File: src/rtl/disp_pkg.sv
// Shared display types: character codes, segment constants, decoder.
// Used by display_manager and seg_scan_driver.
package disp_pkg;

  typedef logic [5:0] char_code_t;
  typedef logic [6:0] seg_t;

  localparam char_code_t CH_0     = 6'd0;
  localparam char_code_t CH_1     = 6'd1;
  localparam char_code_t CH_2     = 6'd2;
  localparam char_code_t CH_3     = 6'd3;
  localparam char_code_t CH_4     = 6'd4;
  localparam char_code_t CH_5     = 6'd5;
  localparam char_code_t CH_6     = 6'd6;
  localparam char_code_t CH_7     = 6'd7;
  localparam char_code_t CH_8     = 6'd8;
  localparam char_code_t CH_9     = 6'd9;
  localparam char_code_t CH_A     = 6'd10;
  localparam char_code_t CH_J     = 6'd11;
  localparam char_code_t CH_U     = 6'd12;
  localparam char_code_t CH_P     = 6'd13;
  localparam char_code_t CH_E     = 6'd14;
  localparam char_code_t CH_L     = 6'd15;
  localparam char_code_t CH_T     = 6'd16;
  localparam char_code_t CH_Y     = 6'd17;
  localparam char_code_t CH_B     = 6'd18;
  localparam char_code_t CH_G     = 6'd19;
  localparam char_code_t CH_S     = 6'd20;
  localparam char_code_t CH_R     = 6'd21;
  localparam char_code_t CH_N     = 6'd22;
  localparam char_code_t CH_DASH  = 6'd23;
  localparam char_code_t CH_BLANK = 6'b100000;

  localparam seg_t SEG_OFF = 7'h7F;

  // Active-low {g,f,e,d,c,b,a}
  function automatic seg_t char_to_seg(
    input char_code_t c
  );
    seg_t s;
    if (c[5]) begin
      s = SEG_OFF;
    end else begin
      case (c[4:0])
        5'd0:    s = 7'h40;
        5'd1:    s = 7'h79;
        5'd2:    s = 7'h24;
        5'd3:    s = 7'h30;
        5'd4:    s = 7'h19;
        5'd5:    s = 7'h12;
        5'd6:    s = 7'h02;
        5'd7:    s = 7'h78;
        5'd8:    s = 7'h00;
        5'd9:    s = 7'h10;
        5'd10:   s = 7'h08;
        5'd11:   s = 7'h61;
        5'd12:   s = 7'h41;
        5'd13:   s = 7'h0C;
        5'd14:   s = 7'h06;
        5'd15:   s = 7'h47;
        5'd16:   s = 7'h07;
        5'd17:   s = 7'h11;
        5'd18:   s = 7'h03;
        5'd19:   s = 7'h42;
        5'd20:   s = 7'h12;
        5'd21:   s = 7'h2F;
        5'd22:   s = 7'h2B;
        5'd23:   s = 7'h3F;
        default: s = SEG_OFF;
      endcase
    end
    return s;
  endfunction

endpackage

File: src/rtl/seg_decoder.sv
// Combinational character-code to 7-segment decoder.
// Ports: code (6b char code) -> seg (7b active-low {g..a}).
module seg_decoder
  import disp_pkg::*;
(
  input  logic [5:0] code,
  output logic [6:0] seg
);

  assign seg = char_to_seg(code);

endmodule

File: src/rtl/seg_scan_driver.sv
// 8-digit common-anode scan driver with per-frame snapshot and blanking.
// Ports: clock, reset(n), d1..d8, blink -> an, seg, frame_start. Opt: SCAN_BLINK_EN.
module seg_scan_driver
  import disp_pkg::*;
#(
  parameter int REFRESH_DIV  = 50000,
  parameter int BLANK_CYCLES = 500,
  parameter int BLINK_FRAMES = 50
) (
  input  logic       clock,
  input  logic       reset,
  input  logic [5:0] d1,
  input  logic [5:0] d2,
  input  logic [5:0] d3,
  input  logic [5:0] d4,
  input  logic [5:0] d5,
  input  logic [5:0] d6,
  input  logic [5:0] d7,
  input  logic [5:0] d8,
  input  logic       blink,
  output logic [7:0] an,
  output logic [6:0] seg,
  output logic       frame_start
);

  localparam int CW = $clog2(REFRESH_DIV);

  logic [CW-1:0] cnt;
  logic [2:0]    idx;
  logic [5:0]    frame_buf [8];
  logic [5:0]    d_in [8];
  logic [6:0]    cur_seg;
  logic          snap;
  logic          in_blank;
  logic          blink_off;

  assign d_in[0] = d1;
  assign d_in[1] = d2;
  assign d_in[2] = d3;
  assign d_in[3] = d4;
  assign d_in[4] = d5;
  assign d_in[5] = d6;
  assign d_in[6] = d7;
  assign d_in[7] = d8;

  assign snap     = (cnt == '0) && (idx == 3'd0);
  assign in_blank = cnt < CW'(BLANK_CYCLES);

  always_ff @(posedge clock or negedge reset) begin
    if (!reset) begin
      cnt <= '0;
      idx <= 3'd0;
    end else if (cnt == CW'(REFRESH_DIV - 1)) begin
      cnt <= '0;
      idx <= idx + 3'd1;
    end else begin
      cnt <= cnt + CW'(1);
    end
  end

  always_ff @(posedge clock or negedge reset) begin
    if (!reset) begin
      for (int k = 0; k < 8; k++) begin
        frame_buf[k] <= CH_BLANK;
      end
    end else if (snap) begin
      for (int k = 0; k < 8; k++) begin
        frame_buf[k] <= d_in[k];
      end
    end
  end

  seg_decoder u_dec (
    .code (frame_buf[idx]),
    .seg  (cur_seg)
  );

`ifdef SCAN_BLINK_EN
  localparam int FW = $clog2(BLINK_FRAMES + 1);

  logic [FW-1:0] fcnt;
  logic          blink_phase;

  always_ff @(posedge clock or negedge reset) begin
    if (!reset) begin
      fcnt        <= '0;
      blink_phase <= 1'b0;
    end else if (!blink) begin
      fcnt        <= '0;
      blink_phase <= 1'b0;
    end else if (frame_start) begin
      if (fcnt == FW'(BLINK_FRAMES - 1)) begin
        fcnt        <= '0;
        blink_phase <= ~blink_phase;
      end else begin
        fcnt <= fcnt + FW'(1);
      end
    end
  end

  assign blink_off = blink & blink_phase;
`else
  logic unused_blink;
  assign unused_blink = blink;
  assign blink_off    = 1'b0;
`endif

  always_ff @(posedge clock or negedge reset) begin
    if (!reset) begin
      an          <= 8'hFF;
      seg         <= SEG_OFF;
      frame_start <= 1'b0;
    end else begin
      frame_start <= snap;
      if (in_blank) begin
        an  <= 8'hFF;
        seg <= SEG_OFF;
      end else begin
        an  <= blink_off ? 8'hFF : ~(8'h80 >> idx);
        seg <= cur_seg;
      end
    end
  end

endmodule

File: config.mk
export PLATFORM = sky130hd
export DESIGN_NAME = seg_scan_driver
export DESIGN_NICKNAME = d
export VERILOG_FILES = /design/src/rtl/disp_pkg.sv /design/src/rtl/seg_decoder.sv /design/src/rtl/seg_scan_driver.sv
export SDC_FILE = /design/constraint.sdc
export NUM_CORES = 1
export LEC_CHECK = 0
export BUFFER_PORTS_ARGS = -buffer_cell sky130_fd_sc_hd__buf_2
export CAP_MARGIN = 20
export CELL_PAD_IN_SITES_DETAIL_PLACEMENT = 0
export CELL_PAD_IN_SITES_GLOBAL_PLACEMENT = 1
export CORE_ASPECT_RATIO = 1.75
export CORE_UTILIZATION = 46
export CTS_CLUSTER_DIAMETER = 30
export DETAILED_ROUTE_END_ITERATION = 10
export PLACE_DENSITY = 0.79
export SLEW_MARGIN = 20
export SYNTH_ARGS = -nofsm -noshare
export SYNTH_HDL_FRONTEND = slang
export SYNTH_SLANG_ARGS = --single-unit
File: constraint.sdc
create_clock -name clock -period 3.8 [get_ports clock]
set_input_delay 0.57 -clock clock [delete_from_list [all_inputs] [get_ports clock]]
set_output_delay 0.57 -clock clock [all_outputs]
set_load 0.005 [all_outputs]
==> impl_metrics.tcl, run 1 <==
set metrics [dict create \
    dp_hpwl_um 5780 \
    htree_levels 3 \
    dp_cells 479 \
    crit_type "reg -> reg" \
    status "complete, no violations" \
    fmax_mhz 347 \
    dieWidth_um 72.7 \
    ys_types 43 \
    cts-root-buf "clkbuf_16" \
    rsz0062_at_grt "false" \
    gp_congestion 0.846 \
    cts_buffer_depth 2 \
    clk_pin_slew_ns 0.06 \
    core_mm2 0.00837 \
    power_mw 1.95 \
    grt_pass1_vias 2767 \
    area_growth_pct 19.1 \
    worstPathArrival_ns 3.13 \
    grtUsageTotal_pct 19.5 \
    leakage_nw 2.09 \
    power_density_mw_per_mm2 406 \
    yosys_register_bits 83 \
    synth_edf_count 0 \
    synthCells 304 \
    cts_resized 0 \
    grt.overflow.total 0 \
    finalCritPeriodShare_pct 75.8 \
    holdWs_ns 0.263 \
    timing.final.crit_period_ns 2.88 \
    cts-buffers-inserted 9 \
    io_buffers 65 \
    path_max_fanout 9 \
    design_area_mm2 0.00479 \
    fin_setup_tns_ns 0 \
    wl_um 7890 \
    rows 44 \
    synth_fp_nets 371 \
    syn_avg_cell_area_um2 13.2 \
    drc 0 \
    fin_nets 442 \
    crit_path_start_kind "flip-flop" \
    worst_pin_slew_ns 0.758 \
    hold_class "in -> async" \
    fillers 735 \
    vias 2617 \
    dieArea_mm2 0.00914 \
    viasPerCell 5.29 \
    io_pins 67 \
    rr_worst_depth 8 \
    drive_gt1_share_pct 43.2 \
    synth-seq-area-share_pct 52.3 \
    grt_max_degree 84 \
    stdcell_count 495 \
    syn_area_mm2 0.00403 \
    postPlaceCellArea_mm2 0.00448 \
    hold_viol 0 \
    multiInputGateArea_mm2 0.00180 \
    cts_tree "built" \
    seqCellArea_mm2 0.00211 \
    relSlewSlack_pct 49.0 \
    synth-main-ff-cell "dfrtp_1" \
    yosys_warnings 0 \
    wire_per_inst_um 15.9 \
    die_y_um 126 \
    cts_sinks 83 \
    post_cts_buffers 0 \
    postRouteAntennaNets 0 \
    grt_pass1_wl_um 13400 \
    peakVddDrop_v 0.000278 \
    worst_setup_path_end_kind "flip-flop" \
    antenna_found_initial 0 \
    slew_viol_final 0 \
    synthArstFlopShare_pct 100 \
    clock_latency_ns 0.34 \
    fin_skew_ns 0.00859 \
    diodes 0 \
    drt_iter0_markers 141 \
    initial_utilization_pct 48.1 \
    critPathRequiredTime_ns 4.05 \
    final-setup-viol-count 0 \
    cts_hold_buffers 0 \
    firstDrtPassIters 4 \
    drv_cap 0 \
]
-- cell usage after synthesis, types with 5 or more instances --
cell type  instances  share of area (%)
a21oi_1            6               0.75
mux2_2            32                9.0
ha_1              16                5.0
o21ai_0            7               0.87
xnor2_1            7                1.5
mux2_1            20                5.6
nand3_1            9                1.1
nor2_1            16                1.5
dfrtp_1           60                 37
nand2_1           16                1.5
inv_1             12                1.1
dfstp_2           23                 15
xor2_1             6                1.3
mux4_2            12                6.7
mux2i_1            7                1.7
nand4_1            5               0.78
-- cell usage in the layout, fill, tap and decap left out, types with 3 or more instances in the layout --
| cell type | synthesis | final |
|---|---|---|
| inv_1 | 12 | 12 |
| mux2i_1 | 7 | 7 |
| nor2_1 | 16 | 16 |
| nand4_1 | 5 | 5 |
| or3_1 | 3 | 3 |
| a21oi_1 | 6 | 6 |
| mux2_1 | 20 | 20 |
| xor2_1 | 6 | 6 |
| clkbuf_16 | 0 | 9 |
| buf_4 | 2 | 7 |
| dfstp_2 | 23 | 23 |
| buf_2 | 3 | 64 |
| or2_2 | 3 | 3 |
| ha_1 | 16 | 16 |
| mux4_2 | 12 | 12 |
| dfrtp_1 | 60 | 60 |
| nand2_1 | 16 | 16 |
| clkbuf_8 | 0 | 3 |
| a21o_1 | 4 | 4 |
| o21ai_0 | 7 | 7 |
| xnor2_1 | 7 | 7 |
| nor3_1 | 3 | 3 |
| nand3_1 | 9 | 9 |
| mux2_2 | 32 | 32 |
-- report_power, final --
group	switching, mW	internal (mW)
Sequential	0.0125	0.914
Clock	0.341	0.560
Combinational	0.0573	0.0602
-- worst paths after layout --
check	from	endpoint	slack [ns]
max	idx[0]$_DFFE_PN0N_	seg[3]$_DFF_PN1_	0.92
min	reset	frame_buf[45]$_DFFE_PN0P_	0.26
max reg2reg	idx[0]$_DFFE_PN0N_	seg[3]$_DFF_PN1_	0.92
min reg2reg	frame_buf[1]$_DFFE_PN0P_	frame_buf[1]$_DFFE_PN0P_	0.48
max in group asynchronous	reset	frame_buf[33]$_DFFE_PN0P_	3.01
min in group clock	d7[2]	frame_buf[8]$_DFFE_PN0P_	0.45
-- per-layer routing --
layer / track usage [%] / wire [um] / vias up
li1: - / - / 1232
met1: 22.0 / 2950 / 1321
met2: 34.9 / 4540 / 50
met3: 3.36 / 203 / 14
met4: 8.88 / 199 / 0
met5: 0 / 0 / -
-- metrics by stage --
step | utilization [%] | setup WS [ns]
floorplan | - | 1.19
global placement | 53.5 | 0.884
detailed placement | 53.5 | 0.857
CTS | 57.3 | 0.847
global route | 57.3 | 0.480
finish | 57.3 | 0.921
-- flip-flops by register name, indices dropped and copies added, names as in the netlist --
name         flops
an               8
seg              7
frame_buf       48
idx              3
cnt             16
frame_start      1
-- worst max-delay path, cell delays in order, from the launching register on --
cell and delay, ns:
dfrtp_1 0.70, mux4_2 0.57, mux2i_1 0.50, inv_1 0.20, ha_1 0.22, inv_1 0.11
nor2_1 0.06, a2111oi_0 0.28, o21ai_0 0.14
-- cell type report --
class | instances | share of cell area [%]
sequential | 83 | 43.9
multi-input combinational | 196 | 37.5
timing repair buffer | 72 | 8.01
clock buffer | 12 | 5.56
tap | 115 | 3.00
inverter | 13 | 1.02
clock inverter | 4 | 0.992
-- logic make-up after synthesis --
family | count (synthesis) | share of synthesized area [%]
AOI/OAI and AO/OA | 28 | 4.66
DFF | 83 | 52.3
and+or+nand+nor | 67 | 8.49
adders and majority gates | 16 | 4.97
muxes | 72 | 23.6
buffers and inverters | 25 | 3.17
xor gates and xnor gates | 13 | 2.83
Power figures use the tool's default switching activity.
==> run 2: changes to the inputs <==
--- a/config.mk
+++ b/config.mk
@@ -5,15 +5,16 @@
 export SDC_FILE = /design/constraint.sdc
 export NUM_CORES = 1
 export LEC_CHECK = 0
+export ABC_AREA = 1
 export BUFFER_PORTS_ARGS = -buffer_cell sky130_fd_sc_hd__buf_2
 export CAP_MARGIN = 20
 export CELL_PAD_IN_SITES_DETAIL_PLACEMENT = 0
 export CELL_PAD_IN_SITES_GLOBAL_PLACEMENT = 1
 export CORE_ASPECT_RATIO = 1.75
-export CORE_UTILIZATION = 46
+export CORE_UTILIZATION = 38
 export CTS_CLUSTER_DIAMETER = 30
 export DETAILED_ROUTE_END_ITERATION = 10
-export PLACE_DENSITY = 0.79
+export PLACE_DENSITY = 0.75
 export SLEW_MARGIN = 20
 export SYNTH_ARGS = -nofsm -noshare
 export SYNTH_HDL_FRONTEND = slang
==> constraint.sdc (replaced) <==
create_clock -name clock -period 2.5 [get_ports clock]
set_input_delay 0.375 -clock clock [delete_from_list [all_inputs] [get_ports clock]]
set_output_delay 0.375 -clock clock [all_outputs]
set_load 0.005 [all_outputs]
==> run 2 against run 1 <==
Net effect: clock power increased by 34%; largest power group unchanged; synthesized cell count rose by 82%; critical path type unchanged; wire length grew 34%; non-clock buffer count rose by 7; worst setup slack worse by 0.55 ns; sequential share of layout area decreased by 2.4 points; highest routed layer unchanged; critical path depth up 5; synthesized area is 7.5% higher; sequential power up 51%; clock skew down 0.0021 ns; cell count increased by 54%; first-iteration DRC count is 11% higher.
==> impl_metrics.tcl, run 2 <==
set metrics [dict create \
    regMostFlops "frame_buf" \
    firstDrtPassIters 4 \
    power_density_mw_per_mm2 552 \
    cts-root-buf "clkbuf_16" \
    syn_area_mm2 0.00433 \
    dp_hpwl_um 7860 \
    grt_pass1_wl_um 17400 \
    die_y_um 143 \
    synthArstFlopShare_pct 100 \
    io_pins 67 \
    synth_fp_nets 620 \
    cp_slowest_cell "dfrtp_1" \
    timing.final.crit_period_ns 2.13 \
    cts_hold_buffers 0 \
    fin_skew_ns 0.00649 \
    rsz0062_at_grt "false" \
    cts-buffers-inserted 9 \
    r2r-start "idx[0]$_DFFE_PN0N_" \
    area_growth_pct 17.1 \
    clock_latency_ns 0.34 \
    highest_layer "met4" \
    yosys_register_bits 83 \
    drive_gt1_share_pct 20.2 \
    largest_register_ffs 48 \
    rr_worst_depth 13 \
    crit_path_start_kind "flip-flop" \
    io_buffers 65 \
    diodes 0 \
    drv_cap 0 \
    synth.most_common_cell "nand2_1" \
    htree_levels 3 \
    initial_utilization_pct 39.0 \
    synth-seq-area-share_pct 48.7 \
    dieArea_mm2 0.0118 \
    viasPerCell 4.80 \
    crit_path_frequent_cell "nand2_1" \
    peakVddDrop_v 0.000394 \
    synth_edf_count 0 \
    crit_type "reg -> reg" \
    fillers 1161 \
    leakage_nw 2.54 \
    synthTopCellsByCount "nand2_1, dfrtp_1, inv_1" \
    relSlewSlack_pct 66.4 \
    final-setup-viol-count 0 \
    yosys_warnings 0 \
    worst_setup_path_end_kind "flip-flop" \
    reg.largest.list "frame_buf x48, cnt x16, an x8" \
    slew_viol_final 0 \
    ys_types 32 \
    reg2reg_to "seg[6]$_DFF_PN1_" \
    gp_congestion 0.850 \
    fmax_mhz 470 \
    status "complete, no violations" \
    synth-main-ff-cell "dfrtp_1" \
    clk_pin_slew_ns 0.06 \
    path_max_fanout 31 \
    slowest_delay_ns 0.35 \
    core_mm2 0.0111 \
    fin_ws_ns 0.373 \
    worst_pin_slew_ns 0.504 \
    drt_iter0_markers 156 \
    cp_num_buf_inv 1 \
    drc 0 \
    post-place-ws_ns 0.382 \
    critPathRequiredTime_ns 2.78 \
    met3_length_um 293 \
    hold_viol 0 \
    holdWs_ns 0.00664 \
    worstPathArrival_ns 2.40 \
    cts_tree "built" \
    final_common_cell "nand2_1" \
    rows 51 \
    wire_per_inst_um 14.0 \
    dieWidth_um 82.7 \
    fin_setup_tns_ns 0 \
    drt-met1-wl_um 4300 \
    grt.overflow.total 0 \
    hold_class "in -> async" \
    cts_buffer_depth 2 \
    grt_pass1_vias 3611 \
    grt_max_degree 52 \
    grtUsageTotal_pct 19.8 \
    wl_um 10600 \
    cts_resized 0 \
    vias 3646 \
    antenna_found_initial 0 \
    syn_avg_cell_area_um2 7.83 \
    synthCells 553 \
    synth_top_area_share_pct 34.7 \
    synth_area_leader_cell "dfrtp_1" \
    path_delay_family "simple AND/OR/NAND/NOR gates" \
    wl_met2_um 5890 \
    r2r_setup_slack_ns 0.37 \
    crit_chain "buf_4, nor2_1, nor2_1, nand2_1, nand3_1, nand2_1, ha_1, nand3b_1, nand2_1, nand2_1, nand2_1, nand2_1, nand2_1" \
    post_cts_buffers 0 \
    cts_sinks 83 \
    finalCritPeriodShare_pct 85.1 \
    fin_nets 690 \
    synthTopCellsByArea "dfrtp_1, nand2_1, dfstp_2" \
    postRouteAntennaNets 0 \
    final_cell_mix "nand2_1, buf_2, dfrtp_1, inv_1, nand3_1" \
]
run 2: cell count changes after synthesis, sizes merged, moves of 12 or more:
cell   change
mux2      -52
inv       +47
mux4      -12
nand2    +200
o21ai     +27
nand3     +42
nor2      +19
run 2: final cells by class:
cell class	count	area (um^2)	area share, %
clock buffers	11	233	4.59
clock inverters	5	30.0	0.592
multi-input cells	388	1850	36.4
inverters	62	233	4.59
well taps	132	165	3.26
flip-flops and latches	83	2110	41.5
repair buffers	79	458	9.03
run 2: per-layer routing:
metal  vias to the layer above  track usage (%)
li1                       1861                -
met1                      1721             22.4
met2                        58             36.8
met3                         6             3.51
met4                         0             5.44
met5                         -                0
run 2: kinds of logic after synthesis:
group                    share of synthesized area [%]
AO/OA/AOI/OAI                                     5.32
XOR/XNOR                                          1.42
adder cells (fa/ha/maj)                           4.63
buffers and inverters                             8.70
flip-flops                                        48.7
AND/OR/NAND/NOR                                   31.3
run 2: worst max path at each step:
stage                        to  cells after the start  slack [ns]                from
3_5_place_dp   seg[6]$_DFF_PN1_                     13        0.38  idx[0]$_DFFE_PN0N_
2_1_floorplan  seg[6]$_DFF_PN1_                     16        0.47  idx[0]$_DFFE_PN0N_
4_1_cts        seg[6]$_DFF_PN1_                     13        0.35  idx[0]$_DFFE_PN0N_
5_1_grt        seg[0]$_DFF_PN1_                     15        0.12  idx[0]$_DFFE_PN0N_
3_3_place_gp   seg[6]$_DFF_PN1_                     13        0.39  idx[0]$_DFFE_PN0N_
6_report       seg[6]$_DFF_PN1_                     13        0.37  idx[0]$_DFFE_PN0N_
run 2: power breakdown:
part | internal [mW] | switching, mW
registers | 1.39 | 0.0150
logic | 0.0764 | 0.113
clock network | 0.668 | 0.538
total | 2.13 | 0.666
run 2: per-stage QoR:
step,util (%),cell area (um^2),cells,power (mW)
after global placement,43.3,4810,744,1.62
after detailed placement,43.3,4810,744,1.62
after CTS,45.7,5070,760,2.84
after floorplan,-,4330,553,1.52
after global routing,45.7,5070,760,2.93
final,45.7,5070,760,2.80
==> run 3: changes to the inputs <==
--- a/config.mk
+++ b/config.mk
@@ -11,10 +11,10 @@
 export CELL_PAD_IN_SITES_DETAIL_PLACEMENT = 0
 export CELL_PAD_IN_SITES_GLOBAL_PLACEMENT = 1
 export CORE_ASPECT_RATIO = 1.75
-export CORE_UTILIZATION = 38
+export CORE_UTILIZATION = 42
 export CTS_CLUSTER_DIAMETER = 30
 export DETAILED_ROUTE_END_ITERATION = 10
-export PLACE_DENSITY = 0.75
+export PLACE_DENSITY = 0.79
 export SLEW_MARGIN = 20
 export SYNTH_ARGS = -nofsm -noshare
 export SYNTH_HDL_FRONTEND = slang
==> constraint.sdc (replaced) <==
create_clock -name clock -period 2 [get_ports clock]
set_input_delay 0.3 -clock clock [delete_from_list [all_inputs] [get_ports clock]]
set_output_delay 0.3 -clock clock [all_outputs]
set_load 0.005 [all_outputs]
==> run 3 against run 2 <==
Net effect: register-to-register slack got worse by 0.21 ns; clock skew barely moved; via count rose by 3.4%; design area rose by 4.7%; maximum frequency rose by 16%; wire length rose by 0.30%; sequential power rose by 26%; utilization rose by 7.9 points; count of clock-buffer cells in the layout rose by 1; sequential share of layout area fell by 1.8 points; non-clock buffer count rose by 12; global-route usage rose by 2.0 points.
==> impl_metrics.tcl, run 3 (synthesis results as in run 2) <==
set metrics [dict create \
    worst_pin_slew_ns 0.439 \
    critPathLaunch "idx[0]$_DFFE_PN0N_" \
    timing.final.crit_period_ns 1.83 \
    crit_path_frequent_cell "nand2_1" \
    fin_skew_ns 0.00682 \
    final-setup-viol-count 0 \
    grt_max_degree 35 \
    power_mw 3.84 \
    initial_utilization_pct 43.7 \
    hold_viol 0 \
    dp_hpwl_um 7890 \
    finalCritPeriodShare_pct 91.7 \
    crit_path_start_kind "flip-flop" \
    crit_chain "inv_2, buf_4, nand2_1, nand3_1, nand3_1, nand2_2, buf_4, ha_1, nand2_1, nand2_1, nand2_1, nand2_1, nand2_1, nand2_1" \
    hold_class "in -> reg" \
    dieWidth_um 78.7 \
    core_mm2 0.00991 \
    antenna_found_initial 0 \
    postPlaceCellArea_mm2 0.00492 \
    worstPathArrival_ns 2.12 \
    crit_type "reg -> reg" \
    rows 48 \
    postRouteAntennaNets 0 \
    fmax_mhz 545 \
    dieArea_mm2 0.0107 \
    stdcell_count 765 \
    clk_pin_slew_ns 0.06 \
    fin_nets 702 \
    fin_setup_tns_ns 0 \
    design_area_mm2 0.00531 \
    cts_buffer_depth 2 \
    status "complete, no violations" \
    cp_slowest_cell "dfrtp_2" \
    regMostFlops "frame_buf" \
    r2r-start "idx[0]$_DFFE_PN0N_" \
    largest_register_ffs 48 \
    firstDrtPassIters 4 \
    final_cell_mix "nand2_1, buf_2, dfrtp_1, inv_1, nand3_1" \
    power_density_mw_per_mm2 724 \
    io_buffers 65 \
    cts_tree "built" \
    relSlewSlack_pct 70.7 \
    slew_viol_final 0 \
    diodes 0 \
    slowest_delay_ns 0.44 \
    drt_iter0_markers 121 \
    fillers 997 \
    wl_um 10600 \
    gp_congestion 0.896 \
    rsz0062_at_grt "false" \
    grt_pass1_vias 3881 \
    cts-root-buf "clkbuf_16" \
    peakVddDrop_v 0.000454 \
    dp_cells 746 \
    grt_pass1_wl_um 17700 \
    reg.largest.list "frame_buf x48, cnt x16, an x8" \
    drive_gt1_share_pct 23.1 \
    leakage_nw 2.64 \
    critPathRequiredTime_ns 2.29 \
    hp-start "d1[5]" \
    area_growth_pct 22.7 \
    final_common_cell "nand2_1" \
    worst_setup_path_end_kind "flip-flop" \
    die_y_um 136 \
    cts_sinks 83 \
    clock_latency_ns 0.34 \
    wire_per_inst_um 13.9 \
    grtUsageTotal_pct 21.8 \
    vias 3769 \
    io_pins 67 \
    drv_cap 0 \
    viasPerCell 4.93 \
    path_max_fanout 7 \
    drc 0 \
    grt.overflow.total 0 \
    cts-buffers-inserted 9 \
    htree_levels 3 \
]
run 3: cell types whose count changed in the layout (fill, tap and decap cells not counted), moves of 4 or more:
cell | previous run | this run
buf_4 | 13 | 19
buf_12 | 2 | 6
inv_1 | 59 | 55
inv_2 | 1 | 5
run 3: metrics by stage:
stage | hold WS, ns | utilization, % | setup slack (ns)
finish | 0.149 | 53.6 | 0.167
detailed placement | 0.274 | 49.6 | 0.0807
global placement | 0.272 | 49.6 | 0.106
global route | 0.150 | 53.6 | 0.00764
CTS | 0.142 | 53.1 | 0.0695
floorplan | 0.00441 | - | 0.0249
run 3: area by class of cell:
type	count	area, um^2	area share [%]
inverter	62	233	4.38
clock inverter	4	72.6	1.37
multi-input combinational	388	1870	35.1
timing repair buffer	91	618	11.6
tap	125	156	2.95
sequential	83	2110	39.7
clock buffer	12	256	4.83
run 3: worst max-delay path: cells and delay by family, from the launching register on:
kind | cells | cell delay (ns)
adders and majority gates | 1 | 0.16
and+or+nand+nor | 10 | 0.79
DFF | 1 | 0.44
buffers and inverters | 3 | 0.40
run 3: what timing repair did:
item	4_1_cts	5_1_grt
hold buffers	1	0
buffers inserted	0	1
resized for setup	0	8
endpoints found under the hold margin	29	0
setup endpoints to repair	0	11
run 3: worst paths after layout:
check                      slack (ns)  cells after the start                        end
setup / recovery                 0.17                     14           seg[0]$_DFF_PN1_
hold / removal                   0.15                      3  frame_buf[47]$_DFFE_PN1P_
setup reg to reg                 0.17                     14           seg[0]$_DFF_PN1_
hold reg to reg                  0.47                      2  frame_buf[47]$_DFFE_PN1P_
max in group asynchronous        0.89                      3            an[1]$_DFF_PN1_
min in group asynchronous        0.45                      2  frame_buf[39]$_DFFE_PN0P_
run 3: routing by layer:
layer  wire length [um]  global-route usage [%]  vias up
met2               5820                    40.6       66
li1                   -                       -     1886
met3                275                    2.89       23
met5                  0                       0        -
met4                346                    12.8        0
met1               4200                    22.9     1794
run 3: power breakdown:
group / switching (mW) / internal (mW) / leakage (nW)
Combinational: 0.147 / 0.101 / 1.51
Clock: 0.680 / 1.16 / 0.159
Sequential: 0.0194 / 1.74 / 0.971
Total: 0.846 / 3.00 / 2.64
